`config.mk`:
```
export PLATFORM = sky130hd
export DESIGN_NAME = seg7_ascii_reader
export DESIGN_NICKNAME = d
export VERILOG_FILES = /design/src/rtl/seg_reader_pkg.sv /design/src/rtl/seg_reader_fifo.sv /design/src/rtl/seg7_ascii_reader.sv
export SDC_FILE = /design/constraint.sdc
export NUM_CORES = 1
export LEC_CHECK = 0
export BUFFER_PORTS_ARGS = -buffer_cell sky130_fd_sc_hd__buf_2
export CAP_MARGIN = 25
export CORE_MARGIN = 5
export CORE_UTILIZATION = 55
export CTS_CLUSTER_SIZE = 28
export DETAILED_ROUTE_END_ITERATION = 7
export PLACE_DENSITY = 0.81
export SYNTH_ARGS = -nofsm -noshare
export SYNTH_HDL_FRONTEND = slang
export SYNTH_HIERARCHICAL = 1
export SYNTH_SLANG_ARGS = --single-unit
```
`constraint.sdc`:
```
create_clock -name clk -period 3.06 [get_ports clk]
set_input_delay 0.765 -clock clk [delete_from_list [all_inputs] [get_ports clk]]
set_output_delay 0.765 -clock clk [all_outputs]
set_load 0.01 [all_outputs]
```
`src/rtl/seg_reader_pkg.sv`:
```
// Shared types, constants and the 7-segment to ASCII decode table for the segment reader.
package seg_reader_pkg;

    typedef logic [6:0] seg_t;
    typedef logic [7:0] ascii_t;

    typedef enum logic {
        TRACK,
        LOCKED
    } filt_state_t;

    localparam seg_t   SEG_BLANK   = 7'h7F;
    localparam ascii_t ASCII_QMARK = 8'h3F;

    // Patterns are {g,f,e,d,c,b,a}, active-low; known is cleared for anything not in the table.
    function automatic ascii_t seg_to_ascii(input seg_t seg, output logic known);
        ascii_t ch;
        known = 1'b1;
        case (seg)
            7'b0001001: ch = 8'h48;
            7'b0000110: ch = 8'h45;
            7'b1000111: ch = 8'h4C;
            7'b1000000: ch = 8'h4F;
            7'b1111001: ch = 8'h31;
            7'b0100100: ch = 8'h32;
            7'b0110000: ch = 8'h33;
            7'b0011001: ch = 8'h34;
            7'b1111111: ch = 8'h20;
            default: begin
                ch    = 8'h00;
                known = 1'b0;
            end
        endcase
        return ch;
    endfunction

endpackage

```
`src/rtl/seg_reader_fifo.sv`:
```
// First-word fall-through FIFO for decoded characters; a push into a full FIFO is
// accepted only when a pop frees a slot on the same edge.
module seg_reader_fifo #(
    parameter int DEPTH = 8,
    parameter int W     = 8
) (
    input  logic                     clk,
    input  logic                     rst_n,
    input  logic                     push,
    input  logic                     pop,
    input  logic [W-1:0]             din,
    output logic [W-1:0]             dout,
    output logic [$clog2(DEPTH):0]   level,
    output logic                     full,
    output logic                     empty
);

    localparam int AW = $clog2(DEPTH);
    localparam logic [AW:0] LEVEL_FULL = (AW+1)'(DEPTH);

    logic [W-1:0]  mem [DEPTH];
    logic [AW-1:0] wr_ptr_reg;
    logic [AW-1:0] rd_ptr_reg;
    logic [AW:0]   level_reg;
    logic          do_push;
    logic          do_pop;

    assign empty   = (level_reg == '0);
    assign full    = (level_reg == LEVEL_FULL);
    assign do_pop  = pop && !empty;
    assign do_push = push && (!full || do_pop);
    assign level   = level_reg;
    // Head is presented combinationally; forced to zero while empty so the reset value is defined.
    assign dout    = empty ? '0 : mem[rd_ptr_reg];

    always_ff @(posedge clk) begin
        if (do_push) begin
            mem[wr_ptr_reg] <= din;
        end
    end

    // DEPTH is a power of two, so the pointers wrap by natural overflow.
    always_ff @(posedge clk or negedge rst_n) begin
        if (!rst_n) begin
            wr_ptr_reg <= '0;
            rd_ptr_reg <= '0;
            level_reg  <= '0;
        end else begin
            if (do_push) begin
                wr_ptr_reg <= wr_ptr_reg + AW'(1);
            end
            if (do_pop) begin
                rd_ptr_reg <= rd_ptr_reg + AW'(1);
            end
            case ({do_push, do_pop})
                2'b10:   level_reg <= level_reg + (AW+1)'(1);
                2'b01:   level_reg <= level_reg - (AW+1)'(1);
                default: level_reg <= level_reg;
            endcase
        end
    end

endmodule

```
`src/rtl/seg7_ascii_reader.sv`:
```
// Debounces the read-back segment stream, decodes accepted patterns to ASCII and queues them.
// Define SEG_READER_ERR_EN to emit '?' for unknown patterns and raise the sticky err flag.
module seg7_ascii_reader
    import seg_reader_pkg::*;
#(
    parameter int STABLE_CYCLES = 4,
    parameter int DEPTH         = 8
) (
    input  logic                     clk,
    input  logic                     rst_n,
    input  logic [6:0]               seg_in,
    input  logic                     clr,
    output logic [7:0]               out_ascii,
    output logic                     out_valid,
    input  logic                     out_ready,
    output logic [$clog2(DEPTH):0]   level,
    output logic                     overflow,
    output logic                     err
);

    localparam int CW = $clog2(STABLE_CYCLES) + 1;
    localparam logic [CW-1:0] CNT_LAST = CW'(STABLE_CYCLES - 1);

    filt_state_t   state_reg;
    seg_t          cand_reg;
    seg_t          last_reg;
    logic [CW-1:0] cnt_reg;
    logic          overflow_reg;

    logic   accept;
    logic   is_new;
    logic   dec_known;
    ascii_t dec_char;
    logic   push_req;
    ascii_t push_data;
    logic   pop;
    logic   fifo_full;
    logic   fifo_empty;
    logic   overflow_set;

    always_comb begin
        accept   = (state_reg == TRACK) && (seg_in == cand_reg) && (cnt_reg == CNT_LAST);
        is_new   = (cand_reg != last_reg);
        dec_char = seg_to_ascii(cand_reg, dec_known);
`ifdef SEG_READER_ERR_EN
        push_req  = accept && is_new;
        push_data = dec_known ? dec_char : ASCII_QMARK;
`else
        push_req  = accept && is_new && dec_known;
        push_data = dec_char;
`endif
    end

    // A change of input restarts the count from any state; LOCKED simply holds.
    always_ff @(posedge clk or negedge rst_n) begin
        if (!rst_n) begin
            state_reg <= LOCKED;
            cand_reg  <= SEG_BLANK;
            last_reg  <= SEG_BLANK;
            cnt_reg   <= '0;
        end else if (seg_in != cand_reg) begin
            cand_reg  <= seg_in;
            cnt_reg   <= CW'(1);
            state_reg <= TRACK;
        end else if (state_reg == TRACK) begin
            if (cnt_reg == CNT_LAST) begin
                state_reg <= LOCKED;
                last_reg  <= cand_reg;
            end else begin
                cnt_reg <= cnt_reg + CW'(1);
            end
        end
    end

    assign pop          = out_valid && out_ready;
    assign overflow_set = push_req && fifo_full && !pop;

    seg_reader_fifo #(
        .DEPTH (DEPTH),
        .W     (8)
    ) u_fifo (
        .clk   (clk),
        .rst_n (rst_n),
        .push  (push_req),
        .pop   (pop),
        .din   (push_data),
        .dout  (out_ascii),
        .level (level),
        .full  (fifo_full),
        .empty (fifo_empty)
    );

    assign out_valid = !fifo_empty;

    // Set has priority over clr so a coinciding event is never lost.
    always_ff @(posedge clk or negedge rst_n) begin
        if (!rst_n) begin
            overflow_reg <= 1'b0;
        end else if (overflow_set) begin
            overflow_reg <= 1'b1;
        end else if (clr) begin
            overflow_reg <= 1'b0;
        end
    end
    assign overflow = overflow_reg;

`ifdef SEG_READER_ERR_EN
    logic err_reg;
    logic err_set;

    assign err_set = accept && is_new && !dec_known;

    always_ff @(posedge clk or negedge rst_n) begin
        if (!rst_n) begin
            err_reg <= 1'b0;
        end else if (err_set) begin
            err_reg <= 1'b1;
        end else if (clr) begin
            err_reg <= 1'b0;
        end
    end
    assign err = err_reg;
`else
    assign err = 1'b0;
`endif

endmodule

```
==> run metrics, run 1 <==
ANT cells=0; site row count=32; Ports=26; minimum clock period=2922 ps; Clk pin slew, worst setup/hold paths=100 ps; CTS tree=built; clock sinks=93; share of the synthesized area in the top cell type=44.89%; post-synthesis mux area share=13.24%; reg2reg start=cand_reg[4]; Compound-Gate Fraction of Synth Area=4.880%; slew margin rel.=45.54%; Critical Path RT=3290 ps; syn avg cell area=14.76 um^2; initial antenna violation count=0; Seq/Total Area, Yosys=62.27%; Vias/cell=5.417; crit path from=cand_reg[4]; PortBufs=24; synthesized cell area=4282 um^2; met1 WL=3265 um; max reg flops=64; Tcrit/Tclk final=95.50%; H-Tree Depth=3; Top Layer Used=met4; status=complete, no violations; vias in the first global route=2559; core area=7647 um^2; Die Span Y=98.23 um; final core utilization=64.99%; worst vdd ir=0.3540 mV; most frequent cells in the layout=edfxtp_1 (64), buf_4 (34), nor2_1 (25); die footprint=9649 um^2; Simple-Gate Fraction of Synth Area=8.942%; CP Class=reg -> reg; reg2reg setup slack=140 ps; Tightest Hold Check Type=in -> async; Leak=2.007 nW; fraction of registers with async set or reset after synthesis=31.18%; RR Endpoint=u_fifo/level[3]; CP max FO=3; fin area=4970 um^2; final WL=7599 um; Area Growth Syn to Fin=16.07%; commonest non-fill, non-tap cell in the layout=edfxtp_1; TNS Setup=0 ps; DR pass1 iterations=4; Root Driver=clkbuf_8; Slew Viols, Final=0; Yosys Warn Count=6; WL/cell=16.77 um; Synth Area in Adders=2.221%; dpl hpwl=5169 um; Mapped Cells=290; length in cells of the worst reg-to-reg path=12; pin count of the biggest net entering global routing=30; fmax=0.3422 GHz; Num CTS Buffers=9; worst hold margin=417.1 ps; Worst Skew=8.451 ps; met3 wire len=255 um; largest family of logic cells by synthesized area=multiplexers; Post-synth EDFFs=64; Max Cap Violations=0; Critical Path Start Type=register; CP endpoint kind=register; CP Capture Point=u_fifo/level[3]; Seq cells post-synth=93; Setup violations, final=0; Unique masters post-synth=57; layout cells sized above 1=37.61%; DRT iter0 DRCs=147; largest cells by area after synthesis=edfxtp_1 (45%), dfstp_2 (9.2%), mux4_2 (8.4%), dfrtp_1 (8.2%), xnor2_1 (2.3%); remaining design rule violation count=0; final net count=364; Clock Tree Buf Depth=2; gpl congestion=0.7906; first-pass GRT wire length=12600 um; Worst-Skew Late Latency=360 ps; die width=98.23 um; Hold Vio Cnt, Final=0; via count=2454; All-Layer GR Usage=16.95%; critical path data arrival time=3160 ps; main flop type after synthesis=edfxtp_1; grt ovf=0; Worst Max-Slew Pin Slew=810.6 ps; Antenna Nets Post-Route=0; Synth Area in XOR/XNOR=4.500%; PwrDens=645.0 nW/um^2; post-synth top area cell=edfxtp_1; post-placement cell area=4691 um^2; metal2 WL=3944 um; Pwr Total=3.205 mW; initial core utilization=55.99%
-- cell families (layout without fill, tap and decap cells) --
group	count (synthesis)	count (layout)
mux	35	35
flops	93	93
fa+ha+maj	7	7
simple gates	72	72
compound gates	26	26
buf+inv	34	87
xor+xnor	22	22
other cells	1	9
-- power breakdown --
part           switching (mW)  internal, mW  total (mW)
clock                   0.471         0.318       0.789
sequential              0.135          1.40        1.53
combinational           0.409         0.475       0.884
-- Yosys cell counts (all sizes together), types with 3 or more instances --
cell	instances
xnor2	11
dfrtp	14
mux4	16
dfstp	15
buf	12
ha	6
nor2b	5
nand3b	3
mux2	10
mux2i	9
edfxtp	64
nand2	8
inv	12
xor2	11
clkbuf	10
a21oi	5
o21ai	4
nor3	7
a31oi	3
nand2b	6
nor2	25
nand3	3
-- through the flow --
| stage | setup WS [ps] | instances |
|---|---|---|
| 2_1_floorplan | -43.84 | 298 |
| 3_3_place_gp | -145.2 | 433 |
| 3_5_place_dp | -227.1 | 433 |
| 4_1_cts | 1.855 | 451 |
| 5_1_grt | -3.651 | 453 |
| 6_report | 137.7 | 453 |
-- worst min-delay path by stage --
stage | slack (ps) | startpoint | endpoint
CTS | 420 | rst_n | cnt_reg[0]
floorplan | 470 | rst_n | cnt_reg[0]
detailed placement | 490 | overflow | overflow
global route | 440 | rst_n | u_fifo/level[2]
global placement | 490 | overflow | overflow
finish | 420 | rst_n | u_fifo/level[2]
-- critical path: stages, from the launching register on --
cell and delay [ps]:
dfstp_2 570, nand2b_1 90, or4_4 550, a31oi_4 180, o311a_4 190, inv_2 40
nand2b_1 90, inv_2 60, ha_4 260, a211oi_2 80, or3_4 380, o211ai_1 180
o221ai_1 130
-- repair_timing --
action | in CTS | in global routing
setup buffers | 2 | 2
pin swaps | 1 | 4
gates resized for setup | 1 | 12
gates cloned | 0 | 0
hold buffers | 0 | 0
setup endpoints to repair | 1 | 1
-- layer usage --
layer / vias to the layer above / track usage [%]
met3: 14 / 3.643
li1: 1170 / -
met1: 1229 / 21.20
met4: 0 / 6.513
met5: - / 0
met2: 41 / 29.01
-- area by class of cell --
class | count | area, um^2
clock buffers | 9 | 123.9
clock inverters | 7 | 67.56
fillers | 536 | 2678
inverters | 12 | 45.04
multi-input cells | 171 | 1553
flip-flops and latches | 93 | 2666
well taps | 102 | 127.6
repair buffers | 59 | 386.6
Power figures use the tool's default switching activity.
==> run 2: changes to the inputs <==
- CORE_UTILIZATION: 55 -> 61
- PLACE_DENSITY: 0.81 -> 0.85
- clock period: 3.06 -> 3 ns (I/O delays scaled with it)
==> run metrics, run 2 (synthesized netlist as in run 1, its figures left out) <==
status=complete, no violations (unchanged); Setup violations, final=0 (unchanged); Die Span Y=93.78 um (was 98.23 um); gpl congestion=0.8729 (was 0.7906); core area=6832 um^2 (was 7647 um^2); Vias/cell=5.588 (was 5.417); ANT cells=0 (unchanged); Worst-Skew Late Latency=360 ps (about the same); die footprint=8795 um^2 (was 9649 um^2); initial antenna violation count=0 (unchanged); die width=93.78 um (was 98.23 um); worst-path cell chain=or3b_4 > nand3b_1 > a31oi_4 > o311a_4 > inv_4 > nand2b_4 > inv_4 > ha_2 > nor2_1 > or3_4 > o211ai_1 > o221ai_1 (was nand2b_1 > or4_4 > a31oi_4 > o311a_4 > inv_2 > nand2b_1 > inv_2 > ha_4 > a211oi_2 > or3_4 > o211ai_1 > o221ai_1); critical path data arrival time=3140 ps (was 3160 ps); Worst Skew=10.40 ps (was 8.451 ps); Num CTS Buffers=9 (unchanged); worst vdd ir=0.4512 mV (was 0.3540 mV); met2 usage=32.58% (was 29.01%); WL/cell=16.94 um (was 16.77 um); All-Layer GR Usage=18.98% (was 16.95%); Critical Path RT=3230 ps (was 3290 ps); reg2reg start=cand_reg[2] (was cand_reg[4]); initial core utilization=62.67% (was 55.99%); Slew Viols, Final=0 (unchanged); slew margin rel.=48.19% (was 45.54%); site row count=30 (was 32); grt met3 use=3.365% (was 3.643%); RSZ-0062 raised after global routing=yes; TNS Setup=0 ps (unchanged); DR pass1 iterations=4 (unchanged); minimum clock period=2914 ps (was 2922 ps); layout filler cell count=465 (was 536); Root Driver=clkbuf_8 (unchanged); CP max FO=4 (was 3); RR Endpoint=u_fifo/level[3] (unchanged); vias in the first global route=2513 (was 2559); CP endpoint kind=register (unchanged); GR Layer Usage met1=23.80% (was 21.20%); grt ovf=0 (unchanged); clock sinks=93 (unchanged); via count=2498 (was 2454); Tcrit/Tclk final=97.15% (was 95.50%); post-placement cell area=4701 um^2 (was 4691 um^2); Slowest cell on crit path=dfstp_2 (unchanged); most used cell, CP=inv_4; Area Growth Syn to Fin=16.28% (was 16.07%); Ports=26 (unchanged); remaining design rule violation count=0 (unchanged); commonest non-fill, non-tap cell in the layout=edfxtp_1 (unchanged); Tightest Hold Check Type=in -> async (unchanged); pin count of the biggest net entering global routing=30 (unchanged); final core utilization=72.88% (was 64.99%); Hold Vio Cnt, Final=0 (unchanged); dpl hpwl=5264 um (was 5169 um); first-pass GRT wire length=12550 um (was 12600 um); fin area=4979 um^2 (was 4970 um^2); reg2reg setup slack=90 ps (was 140 ps); most frequent cells in the layout=edfxtp_1 (64), buf_4 (35), nor2_1 (25) (was edfxtp_1 (64), buf_4 (34), nor2_1 (25)); CTS tree=built (unchanged); Worst Max-Slew Pin Slew=777.2 ps (was 810.6 ps); PwrDens=650.0 nW/um^2 (was 645.0 nW/um^2); Clk pin slew, worst setup/hold paths=90 ps (was 100 ps); final net count=364 (unchanged); DRT iter0 DRCs=95 (was 147); Critical Path Start Type=register (unchanged); CP Class=reg -> reg (unchanged); Leak=2.008 nW (was 2.007 nW); grt peak-use layer=met2 (unchanged); Clock Tree Buf Depth=2 (unchanged); Pwr Total=3.236 mW (was 3.205 mW); Inst Count DP=428 (was 433); Post-CTS Hold Buffers=0 (unchanged); Antenna Nets Post-Route=0 (unchanged); layout cells sized above 1=38.75% (was 37.61%); H-Tree Depth=3 (unchanged); final WL=7571 um (was 7599 um); Max Cap Violations=0 (unchanged); length in cells of the worst reg-to-reg path=12 (unchanged); fmax=0.3431 GHz (was 0.3422 GHz); PortBufs=24 (unchanged); non-filler instance count after layout=447 (was 453); max reg flops=64 (unchanged); Max stage delay on crit path=560 ps (was 570 ps)
## run 2: layout make-up
cell class	count	area (um^2)	area share [%]
well taps	96	120.1	2.413
inverters	12	50.05	1.005
clock buffers	10	127.6	2.563
repair buffers	59	382.9	7.690
clock inverters	6	45.04	0.9048
flip-flops and latches	93	2666	53.56
multi-input cells	171	1587	31.87
## run 2: how the worst max path moves through the flow
stage | startpoint | to | slack, ps | cells after the start
after detailed placement | seg_in[2] | u_fifo/level[3] | -390 | 14
after global routing | cand_reg[2] | u_fifo/level[3] | -10 | 12
after global placement | seg_in[2] | u_fifo/level[3] | -320 | 14
after CTS | cand_reg[3] | u_fifo/level[3] | 10 | 13
after floorplan | seg_in[2] | u_fifo/level[3] | -90 | 13
final | cand_reg[2] | u_fifo/level[3] | 90 | 12
## run 2: metrics by stage
stage,setup WS [ps],hold WS (ps)
finish,85.52,399.5
global route,-13.95,437.4
CTS,11.27,412.5
detailed placement,-391.9,498.3
global placement,-316.3,494.5
floorplan,-88.84,454.4
## run 2: critical path: cells and delay by family, from the launching register on
family / cells / cell delay [ps]
AOI/OAI and AO/OA: 4 / 760
adders and majority gates: 1 / 320
buffers and inverters: 2 / 80
DFF: 1 / 560
and+or+nand+nor: 5 / 1060
## run 2: repair_timing
action | 4_1_cts | 5_1_grt
gates cloned | 0 | 0
resized for setup | 6 | 12
buffers inserted | 1 | 2
pin swaps | 5 | 8
setup endpoints to repair | 1 | 1
## run 2: metal layers
metal,vias to the layer above,wire length [um],share of wire (%)
met1,1244,3064,40
met4,0,150,2.0
met5,-,0,0
li1,1170,-,-
met2,70,3946,52
met3,14,410,5.4
## run 2: power breakdown
group,internal [mW],total [mW],switching [mW]
clock network,0.305,0.738,0.433
registers,1.43,1.57,0.141
logic,0.503,0.931,0.428
==> run 3: changes to the inputs <==
- CORE_UTILIZATION: 61 -> 63
- CTS_BUF_LIST: default -> sky130_fd_sc_hd__clkbuf_4
- PLACE_DENSITY: 0.85 -> 0.82
==> run metrics, run 3 (synthesized netlist as in run 1, its figures left out) <==
status=complete, no violations (unchanged); core area=6719 um^2 (was 6832 um^2); final WL=7653 um (was 7571 um); dpl hpwl=5244 um (was 5264 um); CP max FO=4 (unchanged); clock sinks=93 (unchanged); first-pass GRT wire length=12760 um (was 12550 um); slew margin rel.=46.80% (was 48.19%); initial antenna violation count=0 (unchanged); CTS tree=built (unchanged); CP Class=reg -> reg (unchanged); max reg flops=64 (unchanged); Critical Path Start Type=register (unchanged); Die Span Y=92.44 um (was 93.78 um); Vias/cell=5.679 (was 5.588); Pwr Total=3.408 mW (was 3.236 mW); Tcrit/Tclk final=98.30% (was 97.15%); layout filler cell count=424 (was 465); Antenna Nets Post-Route=0 (unchanged); Leak=2.044 nW (was 2.008 nW); Flop pwr share=46.1% (was 48.4%); remaining design rule violation count=0 (unchanged); DR pass1 iterations=4 (unchanged); Int Pwr=2.387 mW (was 2.234 mW); H-Tree Depth=3 (unchanged); Seq. cell area=2666 um^2 (unchanged); site row count=30 (unchanged); gpl congestion=0.8196 (was 0.8729); Tightest Hold Check Type=in -> async (unchanged); Slew Viols, Final=0 (unchanged); Post-CTS Hold Buffers=0 (unchanged); power share of the clock group=25.9% (was 22.8%); pin count of the biggest net entering global routing=30 (unchanged); vias in the first global route=2559 (was 2513); TNS Setup=0 ps (unchanged); Max stage delay on crit path=590 ps (was 560 ps); CP endpoint kind=register (unchanged); via count=2459 (was 2498); most frequent cells in the layout=edfxtp_1 (64), buf_4 (37), nor2_1 (25) (was edfxtp_1 (64), buf_4 (35), nor2_1 (25)); worst hold margin=298.6 ps (was 399.5 ps); die footprint=8545 um^2 (was 8795 um^2); Ports=26 (unchanged); worst vdd ir=0.3381 mV (was 0.4512 mV); PwrDens=680.5 nW/um^2 (was 650.0 nW/um^2); grt ovf=0 (unchanged); worst-path cell chain=nand2_2 > or4_4 > a31oi_4 > o311a_4 > inv_4 > nand2b_4 > inv_4 > ha_4 > a211oi_4 > or3_4 > o211ai_1 > o221ai_1 (was or3b_4 > nand3b_1 > a31oi_4 > o311a_4 > inv_4 > nand2b_4 > inv_4 > ha_2 > nor2_1 > or3_4 > o211ai_1 > o221ai_1); Clk pin slew, worst setup/hold paths=150 ps (was 90 ps); Num CTS Buffers=9 (unchanged); Gate power share=28.0% (was 28.8%); die width=92.44 um (was 93.78 um); commonest non-fill, non-tap cell in the layout=edfxtp_1 (unchanged); Sw Ratio=29.97% (was 30.97%); initial core utilization=63.72% (was 62.67%); minimum clock period=2949 ps (was 2914 ps); switching power=1.022 mW (was 1.002 mW); Multi-input gate area=1597 um^2 (was 1587 um^2); Area Growth Syn to Fin=16.98% (was 16.28%); critical path data arrival time=3280 ps (was 3140 ps); Setup violations, final=0 (unchanged); Worst Max-Slew Pin Slew=791.9 ps (was 777.2 ps); Max Cap Violations=0 (unchanged); Worst-Skew Late Latency=450 ps (was 360 ps); Clock Tree Buf Depth=2 (unchanged); All-Layer GR Usage=20.08% (was 18.98%); ANT cells=0 (unchanged); fmax=0.3391 GHz (was 0.3431 GHz); Worst Skew=12.46 ps (was 10.40 ps); PortBufs=24 (unchanged); DRT iter0 DRCs=132 (was 95); WL/cell=17.67 um (was 16.94 um); final net count=366 (was 364); Hold Vio Cnt, Final=0 (unchanged); most used cell, CP=inv_4 (unchanged); Root Driver=clkbuf_4 (was clkbuf_8); layout cells sized above 1=39.38% (was 38.75%); RSZ-0062 raised after global routing=yes (unchanged); Critical Path RT=3330 ps (was 3230 ps); Slowest cell on crit path=dfstp_2 (unchanged)
run 3: metrics by stage:
| stage | cell area, um^2 | utilization, % | std cells | worst slack (ps) |
|---|---|---|---|---|
| floorplan | 4344 | - | 298 | -88.84 |
| global placement | 4696 | 69.89 | 414 | -201.6 |
| detailed placement | 4696 | 69.89 | 414 | -347.8 |
| CTS | 4943 | 73.58 | 432 | 6.878 |
| global route | 5009 | 74.54 | 433 | -58.73 |
| finish | 5009 | 74.54 | 433 | 51.02 |
run 3: worst paths after layout:
path | startpoint | end | slack, ps | cells past startpoint
worst max-delay path | cand_reg[3] | u_fifo/level[3] | 50 | 12
worst min-delay path | rst_n | u_fifo/level[1] | 300 | 1
worst max register to register | cand_reg[3] | u_fifo/level[3] | 50 | 12
worst min register to register | u_fifo/wr_ptr_reg[0] | u_fifo/wr_ptr_reg[0] | 530 | 1
max in group asynchronous | rst_n | cnt_reg[1] | 2270 | 1
min in group clk | seg_in[6] | cand_reg[6] | 390 | 1
run 3: worst max-delay path: cells and delay by family, from the launching register on:
family / cells / cell delay (ps)
flops: 1 / 590
simple gates: 4 / 1060
compound gates: 5 / 840
fa+ha+maj: 1 / 260
buf+inv: 2 / 90
run 3: metal layers:
metal,part of all wire [%],global-route usage [%],up-vias
li1,-,-,1173
met1,42,25.69,1209
met2,51,33.78,62
met3,3.9,3.249,15
met4,2.4,9.158,0
met5,0,0,-
run 3: power by group through the flow:
| stage | logic (mW) | registers [mW] | clock network (mW) |
|---|---|---|---|
| after global routing | 1.06 | 1.59 | 0.959 |
| after floorplan | 0.692 | 1.51 | 0 |
| after global placement | 0.853 | 1.59 | 0 |
| after detailed placement | 0.878 | 1.59 | 0 |
| after CTS | 0.900 | 1.57 | 0.898 |
| final | 0.954 | 1.57 | 0.884 |
run 3: timing repair:
item | in CTS | in global routing
gates resized for setup | 8 | 11
setup buffers | 2 | 1
pin swaps | 4 | 8
setup endpoints to repair | 1 | 1
run 3: final cells by class:
class / count / area share (%)
clock buffers: 9 / 1.349
inverters: 12 / 0.9993
multi-input cells: 171 / 31.88
well taps: 80 / 1.999
flip-flops and latches: 93 / 53.24
repair buffers: 61 / 7.944
clock inverters: 7 / 2.598
